==> src/rtl/fact_bus_pkg.sv <==
// Shared bus widths, factorial register map and host sequencer states.
// No logic; used by the host controller, its sub-blocks and the bench.
// The window helper is the single definition of "address hits the core".
package fact_bus_pkg;

  localparam int BUS_DW = 64;
  localparam int BUS_AW = 16;

  // Register offsets inside the factorial core window
  localparam logic [BUS_AW-1:0] OFF_OPSTART = 16'h0000;
  localparam logic [BUS_AW-1:0] OFF_OPCLEAR = 16'h0008;
  localparam logic [BUS_AW-1:0] OFF_OPDONE  = 16'h0010;
  localparam logic [BUS_AW-1:0] OFF_INTREN  = 16'h0018;
  localparam logic [BUS_AW-1:0] OFF_OPERAND = 16'h0020;
  localparam logic [BUS_AW-1:0] OFF_RES_H   = 16'h0028;
  localparam logic [BUS_AW-1:0] OFF_RES_L   = 16'h0030;

  // Size of the register window that destination writes must avoid
  localparam logic [BUS_AW-1:0] WIN_SIZE    = 16'h1000;

  typedef enum logic [3:0] {
    ST_IDLE,
    ST_WR_OPND,
    ST_WR_IEN,
    ST_WR_START,
    ST_WAIT_INT,
    ST_POLL_A,
    ST_POLL_D,
    ST_RD_H_A,
    ST_RD_H_D,
    ST_WR_H,
    ST_RD_L_A,
    ST_RD_L_D,
    ST_WR_L,
    ST_WR_CLR
  } host_state_e;

  // True when addr lies in [base, base+WIN_SIZE-1]; the subtraction wraps
  function automatic logic in_window(input logic [BUS_AW-1:0] addr,
                                     input logic [BUS_AW-1:0] base);
    logic [BUS_AW-1:0] delta;
    delta = addr - base;
    return (delta < WIN_SIZE);
  endfunction

endpackage

==> src/rtl/fact_host_ctrl_if.sv <==
// Command channel and shared memory-bus channel of the factorial host.
// Command is valid/ready; the bus is request/grant with 1-cycle read data.
// master modports belong to the side that initiates each channel.
interface fact_cmd_if;
  import fact_bus_pkg::*;

  logic              cmd_valid;
  logic              cmd_ready;
  logic [BUS_DW-1:0] cmd_operand;
  logic [BUS_AW-1:0] cmd_dst;
  logic              cmd_use_intr;

  modport master (output cmd_valid, cmd_operand, cmd_dst, cmd_use_intr,
                  input  cmd_ready);
  modport slave  (input  cmd_valid, cmd_operand, cmd_dst, cmd_use_intr,
                  output cmd_ready);
endinterface

interface fact_mbus_if;
  import fact_bus_pkg::*;

  logic              m_req;
  logic              m_wr;
  logic [BUS_AW-1:0] m_addr;
  logic [BUS_DW-1:0] m_dout;
  logic              m_grant;
  logic [BUS_DW-1:0] m_din;

  modport master (output m_req, m_wr, m_addr, m_dout,
                  input  m_grant, m_din);
  modport slave  (input  m_req, m_wr, m_addr, m_dout,
                  output m_grant, m_din);
endinterface

==> src/rtl/fact_wdt.sv <==
// Completion watchdog: loadable down-counter with an expire flag.
// Latency: expire_o is combinational on the count, one cycle before timeout.
// No backpressure; counts only while en_i is high.
module fact_wdt #(
  parameter int TIMEOUT_CYCLES = 2048
) (
  input  logic clk,
  input  logic rst_n,
  input  logic load_i,
  input  logic en_i,
  output logic expire_o
);

  localparam int CW = $clog2(TIMEOUT_CYCLES + 1);

  logic [CW-1:0] cnt_q, cnt_d;

  // Counts cycles left before the abort cycle; the cycle of the start
  // transfer is cycle 0, so the abort lands TIMEOUT_CYCLES cycles later.
  always_comb begin
    cnt_d = cnt_q;
    if (load_i) begin
      cnt_d = CW'(TIMEOUT_CYCLES - 1);
    end else if (en_i && (cnt_q != '0)) begin
      cnt_d = cnt_q - CW'(1);
    end
  end

  // Counter register
  always_ff @(posedge clk or negedge rst_n) begin
    if (!rst_n) begin
      cnt_q <= '0;
    end else begin
      cnt_q <= cnt_d;
    end
  end

  assign expire_o = (cnt_q == CW'(1));

endmodule

==> src/rtl/fact_host_ctrl.sv <==
// Bus-master sequencer: programs the factorial core, waits, copies results out.
// Latency: 12 cycles accept-to-done with grant held and interrupt already high.
// Backpressure: every bus state stalls on m_grant=0; cmd_ready only in IDLE.
module fact_host_ctrl
  import fact_bus_pkg::*;
#(
  parameter int          TIMEOUT_CYCLES = 2048,
  parameter logic [15:0] BASE_ADDR      = 16'h7000
) (
  input  logic              clk,
  input  logic              reset_n,
  fact_cmd_if.slave         cmd,
  fact_mbus_if.master       mbus,
  input  logic              interrupt,
  output logic              busy,
  output logic              done,
  output logic              err,
  output logic [BUS_DW-1:0] result_h,
  output logic [BUS_DW-1:0] result_l
);

  host_state_e       state_q, state_d;
  logic [BUS_DW-1:0] operand_q;
  logic [BUS_AW-1:0] dst_q;
  logic              use_intr_q;
  logic [BUS_DW-1:0] res_h_q, res_l_q;
  logic              done_q, done_d;
  logic              err_q, err_d;
  logic              tmo_q;
  logic              rdy_q;

  logic              cmd_ready_w, take, dst_bad;
  logic              cap_h, cap_l, set_tmo, wdt_load, wdt_en, wdt_expire;
  logic              bus_req, bus_wr;
  logic [BUS_AW-1:0] bus_addr;
  logic [BUS_DW-1:0] bus_dout;

  // rdy_q keeps cmd_ready low while reset is asserted even though the FSM
  // already sits in IDLE.
  assign cmd_ready_w   = rdy_q & (state_q == ST_IDLE);
  assign cmd.cmd_ready = cmd_ready_w;
  assign take          = cmd.cmd_valid & cmd_ready_w;
  // Either result word landing in the core window would corrupt the core
  assign dst_bad       = in_window(cmd.cmd_dst, BASE_ADDR) |
                         in_window(cmd.cmd_dst + 16'd8, BASE_ADDR);

  fact_wdt #(.TIMEOUT_CYCLES(TIMEOUT_CYCLES)) u_wdt (
    .clk      (clk),
    .rst_n    (reset_n),
    .load_i   (wdt_load),
    .en_i     (wdt_en),
    .expire_o (wdt_expire)
  );

  // Next state, bus drive and one-cycle strobes; bus fields are pure
  // functions of state so they stay put while a transfer is stalled.
  always_comb begin
    state_d  = state_q;
    bus_req  = 1'b0;
    bus_wr   = 1'b0;
    bus_addr = '0;
    bus_dout = '0;
    done_d   = 1'b0;
    err_d    = 1'b0;
    cap_h    = 1'b0;
    cap_l    = 1'b0;
    set_tmo  = 1'b0;
    wdt_load = 1'b0;
    wdt_en   = 1'b0;
    case (state_q)
      ST_IDLE: begin
        if (take) begin
          if (dst_bad) begin
            done_d = 1'b1;
            err_d  = 1'b1;
          end else begin
            state_d = ST_WR_OPND;
          end
        end
      end
      ST_WR_OPND: begin
        bus_req = 1'b1; bus_wr = 1'b1;
        bus_addr = BASE_ADDR + OFF_OPERAND; bus_dout = operand_q;
        if (mbus.m_grant) state_d = ST_WR_IEN;
      end
      ST_WR_IEN: begin
        bus_req = 1'b1; bus_wr = 1'b1;
        bus_addr = BASE_ADDR + OFF_INTREN; bus_dout = {63'b0, use_intr_q};
        if (mbus.m_grant) state_d = ST_WR_START;
      end
      ST_WR_START: begin
        bus_req = 1'b1; bus_wr = 1'b1;
        bus_addr = BASE_ADDR + OFF_OPSTART; bus_dout = 64'd1;
        if (mbus.m_grant) begin
          wdt_load = 1'b1;
          state_d  = use_intr_q ? ST_WAIT_INT : ST_POLL_A;
        end
      end
      ST_WAIT_INT: begin
        // Bus released while the core computes
        wdt_en = 1'b1;
        if (wdt_expire) begin
          set_tmo = 1'b1;
          state_d = ST_WR_CLR;
        end else if (interrupt) begin
          state_d = ST_RD_H_A;
        end
      end
      ST_POLL_A, ST_POLL_D: begin
        bus_req = 1'b1;
        bus_addr = BASE_ADDR + OFF_OPDONE;
        wdt_en = 1'b1;
        if (wdt_expire) begin
          set_tmo = 1'b1;
          state_d = ST_WR_CLR;
        end else if (mbus.m_grant) begin
          if (state_q == ST_POLL_A) state_d = ST_POLL_D;
          else state_d = mbus.m_din[0] ? ST_RD_H_A : ST_POLL_A;
        end
      end
      ST_RD_H_A, ST_RD_H_D: begin
        bus_req = 1'b1;
        bus_addr = BASE_ADDR + OFF_RES_H;
        if (mbus.m_grant) begin
          if (state_q == ST_RD_H_A) state_d = ST_RD_H_D;
          else begin
            cap_h   = 1'b1;
            state_d = ST_WR_H;
          end
        end
      end
      ST_WR_H: begin
        bus_req = 1'b1; bus_wr = 1'b1;
        bus_addr = dst_q; bus_dout = res_h_q;
        if (mbus.m_grant) state_d = ST_RD_L_A;
      end
      ST_RD_L_A, ST_RD_L_D: begin
        bus_req = 1'b1;
        bus_addr = BASE_ADDR + OFF_RES_L;
        if (mbus.m_grant) begin
          if (state_q == ST_RD_L_A) state_d = ST_RD_L_D;
          else begin
            cap_l   = 1'b1;
            state_d = ST_WR_L;
          end
        end
      end
      ST_WR_L: begin
        bus_req = 1'b1; bus_wr = 1'b1;
        bus_addr = dst_q + 16'd8; bus_dout = res_l_q;
        if (mbus.m_grant) state_d = ST_WR_CLR;
      end
      ST_WR_CLR: begin
        bus_req = 1'b1; bus_wr = 1'b1;
        bus_addr = BASE_ADDR + OFF_OPCLEAR; bus_dout = 64'd1;
        if (mbus.m_grant) begin
          done_d  = 1'b1;
          err_d   = tmo_q;
          state_d = ST_IDLE;
        end
      end
      default: state_d = ST_IDLE;
    endcase
  end

  // State, latched command, captured results and status pulses
  always_ff @(posedge clk or negedge reset_n) begin
    if (!reset_n) begin
      state_q    <= ST_IDLE;
      operand_q  <= '0;
      dst_q      <= '0;
      use_intr_q <= 1'b0;
      res_h_q    <= '0;
      res_l_q    <= '0;
      done_q     <= 1'b0;
      err_q      <= 1'b0;
      tmo_q      <= 1'b0;
      rdy_q      <= 1'b0;
    end else begin
      state_q <= state_d;
      done_q  <= done_d;
      err_q   <= err_d;
      rdy_q   <= 1'b1;
      if (take) begin
        operand_q  <= cmd.cmd_operand;
        dst_q      <= cmd.cmd_dst;
        use_intr_q <= cmd.cmd_use_intr;
        tmo_q      <= 1'b0;
      end
      if (set_tmo) tmo_q <= 1'b1;
      if (cap_h) res_h_q <= mbus.m_din;
      if (cap_l) res_l_q <= mbus.m_din;
    end
  end

  assign mbus.m_req  = bus_req;
  assign mbus.m_wr   = bus_wr;
  assign mbus.m_addr = bus_addr;
  assign mbus.m_dout = bus_dout;
  assign busy        = (state_q != ST_IDLE);
  assign done        = done_q;
  assign err         = err_q;
  assign result_h    = res_h_q;
  assign result_l    = res_l_q;

endmodule

==> src/flat_wrapper.sv <==
// flat-port wrapper written by rule: the top's interface ports become plain ports
module fact_host_ctrl_flat import fact_bus_pkg::*;
#(
  parameter int          TIMEOUT_CYCLES = 2048,
  parameter logic [15:0] BASE_ADDR      = 16'h7000
)
  (clk, reset_n, interrupt, busy, done, err, result_h, result_l, cmd_cmd_valid, cmd_cmd_operand, cmd_cmd_dst, cmd_cmd_use_intr, cmd_cmd_ready, mbus_m_req, mbus_m_wr, mbus_m_addr, mbus_m_dout, mbus_m_grant, mbus_m_din);
  fact_cmd_if cmd_i ();
  fact_mbus_if mbus_i ();
  input  logic clk;
  input  logic reset_n;
  input  logic interrupt;
  output logic busy;
  output logic done;
  output logic err;
  output logic [BUS_DW-1:0] result_h;
  output logic [BUS_DW-1:0] result_l;
  input wire logic [$bits(cmd_i.cmd_valid)-1:0] cmd_cmd_valid;
  input wire logic [$bits(cmd_i.cmd_operand)-1:0] cmd_cmd_operand;
  input wire logic [$bits(cmd_i.cmd_dst)-1:0] cmd_cmd_dst;
  input wire logic [$bits(cmd_i.cmd_use_intr)-1:0] cmd_cmd_use_intr;
  output wire logic [$bits(cmd_i.cmd_ready)-1:0] cmd_cmd_ready;
  output wire logic [$bits(mbus_i.m_req)-1:0] mbus_m_req;
  output wire logic [$bits(mbus_i.m_wr)-1:0] mbus_m_wr;
  output wire logic [$bits(mbus_i.m_addr)-1:0] mbus_m_addr;
  output wire logic [$bits(mbus_i.m_dout)-1:0] mbus_m_dout;
  input wire logic [$bits(mbus_i.m_grant)-1:0] mbus_m_grant;
  input wire logic [$bits(mbus_i.m_din)-1:0] mbus_m_din;
  assign cmd_i.cmd_valid = cmd_cmd_valid;
  assign cmd_i.cmd_operand = cmd_cmd_operand;
  assign cmd_i.cmd_dst = cmd_cmd_dst;
  assign cmd_i.cmd_use_intr = cmd_cmd_use_intr;
  assign cmd_cmd_ready = cmd_i.cmd_ready;
  assign mbus_m_req = mbus_i.m_req;
  assign mbus_m_wr = mbus_i.m_wr;
  assign mbus_m_addr = mbus_i.m_addr;
  assign mbus_m_dout = mbus_i.m_dout;
  assign mbus_i.m_grant = mbus_m_grant;
  assign mbus_i.m_din = mbus_m_din;
  fact_host_ctrl #(.TIMEOUT_CYCLES(TIMEOUT_CYCLES), .BASE_ADDR(BASE_ADDR)) u_core (.clk(clk), .reset_n(reset_n), .cmd(cmd_i), .mbus(mbus_i), .interrupt(interrupt), .busy(busy), .done(done), .err(err), .result_h(result_h), .result_l(result_l));
endmodule
==> config.mk <==
export PLATFORM = sky130hd
export DESIGN_NAME = fact_host_ctrl_flat
export DESIGN_NICKNAME = d
export VERILOG_FILES = /design/src/rtl/fact_bus_pkg.sv /design/src/rtl/fact_host_ctrl_if.sv /design/src/rtl/fact_wdt.sv /design/src/rtl/fact_host_ctrl.sv /design/src/flat_wrapper.sv
export SDC_FILE = /design/constraint.sdc
export NUM_CORES = 1
export LEC_CHECK = 0
export ABC_AREA = 1
export CORE_MARGIN = 2
export CORE_UTILIZATION = 50
export CTS_CLUSTER_DIAMETER = 200
export DETAILED_ROUTE_END_ITERATION = 10
export PLACE_DENSITY = 0.83
export REMOVE_ABC_BUFFERS = 1
export SLEW_MARGIN = 20
export SYNTH_ARGS = -nofsm -noshare
export SYNTH_HDL_FRONTEND = slang
export SYNTH_HIERARCHICAL = 1
export SYNTH_SLANG_ARGS = --single-unit
export TNS_END_PERCENT = 5
==> constraint.sdc <==
create_clock -name clk -period 4.7 [get_ports clk]
set_input_delay 0.94 -clock clk [delete_from_list [all_inputs] [get_ports clk]]
set_output_delay 0.94 -clock clk [all_outputs]
set_load 0.05 [all_outputs]
* After elaboration in Yosys (flattened, before gate mapping)
Cells that the tools add are included.
Word-level totals: bits in registers 229, bits in latches 0, memory bits (writable) 0, bits in read-only memories 0, bits of input ports 150, output and inout bits 214, word-level logic and storage cells 105, memories 0
Operators by class: add/subtract/negate cells 5, multipliers 0, div/mod/pow operators 0, $lt $le $gt $ge 2, eq/ne operators 26, shift-type cells 0, multiplexer cells 44, bitwise gates (word level) 3, reductions and logical operators 14
Operator list (number):
- $pmux W64 S5 | 1
- $pmux W16 S9 | 1
- $mux W4 | 15
- $pmux W4 S11 | 1
- $add A16 B4 Y16 const B | 2
- $lt A16 B13 Y1 const B | 2
- $sub A16 B15 Y16 const B | 2
- $eq A4 B4 Y1 const B | 6
- $mux W12 | 2
- $mux W1 | 20
- $ne A2 B2 Y1 const B | 9
- $eq A4 B3 Y1 const B | 4
- $eq A12 B1 Y1 const B | 1
- $reduce_and A12 Y1 | 1
- $reduce_bool A12 Y1 | 1
- $reduce_or A12 Y1 | 1
- $sub A12 B1 Y12 const B | 1
- $eq A4 B2 Y1 const B | 2
- $reduce_or A2 Y1 | 4
- $ne A3 B3 Y1 const B | 2
- $reduce_or A6 Y1 | 1
- $eq A4 B1 Y1 const B | 1
- $logic_not A4 Y1 | 1
- $pmux W1 S2 | 2
- other kinds (9) | 11

* Depth between registers and ports, before layout
Gate-level depths: netlist (run 1).
word-level depth 7, depth in mapped cells 14, gate-level depth less buffers 14

* Modules after synthesis
The synthesis (run 1) kept the hierarchy.
Modules (own cells, without submodules):
- fact_host_ctrl | instances 1, cells each 1285, area an instance 10019.6 um2, seq. area each 5430.2 um2
- fact_wdt | instances 1, cells each 133, area an instance 897.1 um2, seq. area each 300.3 um2

* Least setup slack after synthesis (run 1)
Ideal clock, no wire load.
kind flip-flop to output port, start point reg u_core.state_q[1], end point out mbus_m_addr[7], data arrival time 2.641 ns, required time 3.760 ns, path slack 1.119 ns, cell stages (with the launch flop) 8, buffers on the path 2, cell sequence dfrtp_1 -> buf_2 -> inv_1 -> nand2_1 -> nor2_1 -> buf_2 -> nand2_1 -> o41ai_1
Between the ends: cells in the longest elaborated chain, start to end 3, elaborated cells on any way between the ends 16, classes of those cells 12 x eq/ne; 1 x mux; 3 x reduce/logical
RTL lines:
- from (decl) | RTL line fact_host_ctrl.sv:22 | host_state_e state_q, state_d;
- from (signal assigned) | RTL line fact_host_ctrl.sv:180 | state_q <= state_d;
- $eq A4 B4 Y1 / $eq A4 B3 Y1 (equally long branches) | RTL line fact_host_ctrl.sv:70 | case (state_q)
- $reduce_or A2 Y1 | RTL line fact_host_ctrl.sv:70
- $pmux W16 S9 * | RTL line fact_host_ctrl.sv:70
- to (decl) | RTL line flat_wrapper.sv:25 | output wire logic [$bits(mbus_i.m_addr)-1:0] mbus_m_addr;
Every way passes the cells marked *; elsewhere a longest branch is shown, timed or not.

* Worst setup path in the final report (run 1)
start point reg u_core.state_q[1], end point out mbus_m_dout[60]
Between the ends: cells in the longest elaborated chain, start to end 3, elaborated cells on any way between the ends 8, classes of those cells 6 x eq/ne; 1 x mux; 1 x reduce/logical
RTL lines:
- $eq A4 B2 Y1 / $eq A4 B4 Y1 (equally long branches) | RTL line fact_host_ctrl.sv:70
- $reduce_or A2 Y1 (no line)
- $pmux W64 S5 * | RTL line fact_host_ctrl.sv:70
- to (decl) | RTL line flat_wrapper.sv:26 | output wire logic [$bits(mbus_i.m_dout)-1:0] mbus_m_dout;
Marks and branches as above.

==> results of run 1 <==
[layout by cell type, fill, tap and decap left out, drive strengths merged]
cell type      instances
clkbuf                33
o211ai                 3
o2111ai                1
conb                   1
inv                  114
a21oi                  8
a221oi                 1
nand2                648
ha                     4
o21ai                156
o41ai                  1
nand3b                 2
clkdlybuf4s50        362
nor3                   3
nor2                  41
xor2                   2
diode                  1
clkinv                 8
o31ai                  2
a211o                  1
bufinv                 2
nand4                  6
buf                   14
dfrtp                229
or2                    2
clkinvlp               2
nand3                118
a21boi                 1
o22ai                  3
[worst min-delay path by stage]
stage	start	endpoint	slack [ns]	depth (start not counted)
after detailed placement	u_core/operand_q[23]	u_core/operand_q[23]	0.47	2
after floorplan	u_core/operand_q[0]	u_core/operand_q[0]	0.45	2
after global routing	u_core/operand_q[9]	u_core/operand_q[9]	0.50	2
after CTS	u_core/operand_q[29]	u_core/operand_q[29]	0.48	2
final	reset_n	u_core/result_h[3]	0.48	1
after global placement	u_core/operand_q[38]	u_core/operand_q[38]	0.46	2
[routing by layer]
layer  vias up  part of all wire [%]  global-route usage, %
li1       5115                     -                      -
met4         0                   4.8                   13.9
met5         -                     0                      0
met3       110                   7.5                   6.02
met2       488                    49                   50.2
met1      5149                    39                   38.6
[per-stage QoR]
step | hold slack, ns | util, %
6_report | 0.476 | 71.5
2_1_floorplan | 0.449 | -
5_1_grt | 0.504 | 71.5
3_3_place_gp | 0.463 | 67.7
3_5_place_dp | 0.466 | 67.7
4_1_cts | 0.483 | 71.5
[registers in the layout, indices dropped and copies added (netlist names)]
signal	flops
u_core/operand_q	64
u_core/result_h	64
u_core/result_l	64
u_core/dst_q	16
u_core/u_wdt/cnt_q	12
u_core/state_q	4
u_core/done	1
u_core/err	1
u_core/rdy_q	1
u_core/tmo_q	1
u_core/use_intr_q	1
[power by group through the flow]
stage	combinational (mW)	sequential, mW	clock [mW]
3_3_place_gp	6.45	3.73	0
6_report	6.58	3.75	1.95
3_5_place_dp	6.57	3.73	0
2_1_floorplan	2.49	5.34	0
5_1_grt	7.01	3.86	2.06
4_1_cts	6.59	3.73	1.98
[cells by family (layout without fill, tap and decap cells)]
| family | count (synthesis) | count (layout) |
|---|---|---|
| flip-flops | 229 | 229 |
| XOR/XNOR | 2 | 2 |
| adder cells (fa/ha/maj) | 4 | 4 |
| AO/OA/AOI/OAI | 177 | 177 |
| other | 1 | 2 |
| AND/OR/NAND/NOR | 820 | 820 |
| buffers and inverters | 185 | 535 |
[cell type report]
class	count	area, um2
Antenna cell	1	2.50
Clock buffer	33	706
Clock inverter	11	114
Fill cell	1736	6150
Inverter	115	432
Multi-Input combinational cell	1004	4390
Sequential cell	229	5730
Tap cell	280	350
Timing Repair Buffer	376	3750
==> impl_results.md, run 1 <==
* Comb pwr share at between 50% and 60%
* CP max stage delay at 0.80 ns
* Max Clk Rate at approximately 0.23 GHz
* Synthesis-stage register bit count at between 200 and 250
* Num CTS Buffers at 24
* Die height at 152 um
* Cell count after placement at between 2000 and 2500
* WP buf/inv at 3
* Outcome: finished clean
* Worst path slowest cell: clkdlybuf4s50_1
* Final Max Tran Viols at 0
* Die area at around 23000 um2
* Reg2Reg Depth at 6
* Place WS at between 0.9 and 1 ns
* Setup TNS Final at 0 ns
* Pwr Density at around 800 nW/um2
* Compound-Gate Fraction of Synth Area at under 10%
* Area fraction of the dominant cell type after synthesis at between 50% and 60%
* Fraction of layout cells with a size suffix above 1 at under 10%
* Largest net degree at the start of global routing at 110
* Clock Power Share at between 15 and 20%
* Crit path capture: mbus_m_dout[60]
* Slew margin rel. at a little over two fifths
* Power Total at 12.3 mW
* Non-Filler Instances at 2049
* Synth Area in Adders at less than 1%
* Initial Util at 50.5%
* Placed cell areas at 14600 um2
* Worst r2r src: u_core/state_q[3]
* PostCTS Resize Cnt at 0
* Overflow after GRT at 0
* Part of the power in registers at a little over 30%
* Setup crit start: u_core/state_q[1]
* Synth Area in Simple Gates at between 30 and 40%
* CP Capture Type: output port
* Fin area at around 15000 um2
* Routability cong. at slightly above 0.9
* Core Area at ~22000 um2
* P&R area growth vs syn at 41.7%
* Register area share after synthesis at 52.5%
* Unrepaired setup endpoints after global routing: false
* CP delay by family, top: buffers and inverters
* Largest cells by area after synthesis: dfrtp_1, nand2_1, nand3_1, o21ai_0, inv_1
* Hpwl dp at about 25000 um
* CTS tree: done
* Routed WL at 35400 um
* Net Sw Frac at 50.0%
* Yosys warns at 6
* PortBufs at approximately 360
* Setup WS post-layout at 0.340 ns
* Top-count cell post-synth: nand2_1
* Via density per instance at 5.30
* # hold bufs at CTS at 0
* Max-cap violations at 0
* Internal Power at just over 6 mW
* Final net count at 1904
* Mux contribution to synthesized area at 0%
* Synth Flop Type: dfrtp_1
* Post-CTS Setup Bufs at 0
* Row Count at 54
* Req. time, crit path at about 3.8 ns
* Levels on crit path at 7
* Clk slew on worst S/H paths at around 0.060 ns
* R2r setup slk at 2.21 ns
* Number of global-route vias before repair at around 11000
* DRT antenna net count at 0
* Post-Synth XOR/XNOR Area at less than 1%
* Synthesized cell area at about 11000 um2
* Cells after Synth at 1418
* Startpoint types: register
* H-tree depth at 1
* Vias at 10900
* Fin. Hold Viols at 0
* VDD IR max at 0.547 mV
* First-pass GRT wire length at ~55000 um
* Final worst path period share at between 90% and 100%
* Synth cell types at 36
* Synth async-reset ratio at between 90% and 100%
* P_sw at approximately 6 mW
* # setup viols final at 0
* Die Wd at ~150 um
* Ports at about 360
* FF-to-FF End: u_core/result_l[58]
* Cell taking the most area after synthesis: dfrtp_1
* Crit path cell chain: nor2_2, nand2_1, inv_2, buf_4, nand2_1, nand3_1, clkdlybuf4s50_1
* Mean post-synth cell area at slightly below 8 um2
* CTS Sinks at about 230
* Crit path max fanout at 33
* Pin slew with the least headroom to its limit at between 0.8 and 0.9 ns
* Number of enable flip-flop cells after synthesis at 0
* TritonRoute pass-1 iters at 5
* CP dominant cell by count: nand2_1
* Antenna violations before repair at 0
* Gr usage total at between 30% and 40%
* Critical path class: register to output port
* Clk_skew at 0.0126 ns
* Tmin final at 4.36 ns
* Critical path arrival at approximately 3.4 ns
* Detailed Route Iter0 Violations at 749
* Top post-synthesis cells by count: nand2_1, dfrtp_1, nand3_1
* Remaining DRCs at 0
* Routed WL per cell at roughly 17 um
* Worst-Skew Late Latency at 0.52 ns
* Worst Hold Class: primary input to async pin
* CTS max path bufs at 3
* Leak Pwr at 7.44 nW
* Root Buffer: clkbuf_16
* Combinational family with the most area after synthesis: simple AND/OR/NAND/NOR gates
Note: power is estimated with default switching activity, not from simulation.
==> run 2, diff against run 1 <==
--- a/config.mk
+++ b/config.mk
@@ -8,7 +8,7 @@
 export ABC_AREA = 1
 export CORE_MARGIN = 2
 export CORE_UTILIZATION = 50
-export CTS_CLUSTER_DIAMETER = 200
+export CTS_CLUSTER_DIAMETER = 120
 export DETAILED_ROUTE_END_ITERATION = 10
 export PLACE_DENSITY = 0.83
 export REMOVE_ABC_BUFFERS = 1
==> results of run 2 <==
Final layout, timing and power as in run 1 (identical DEF).
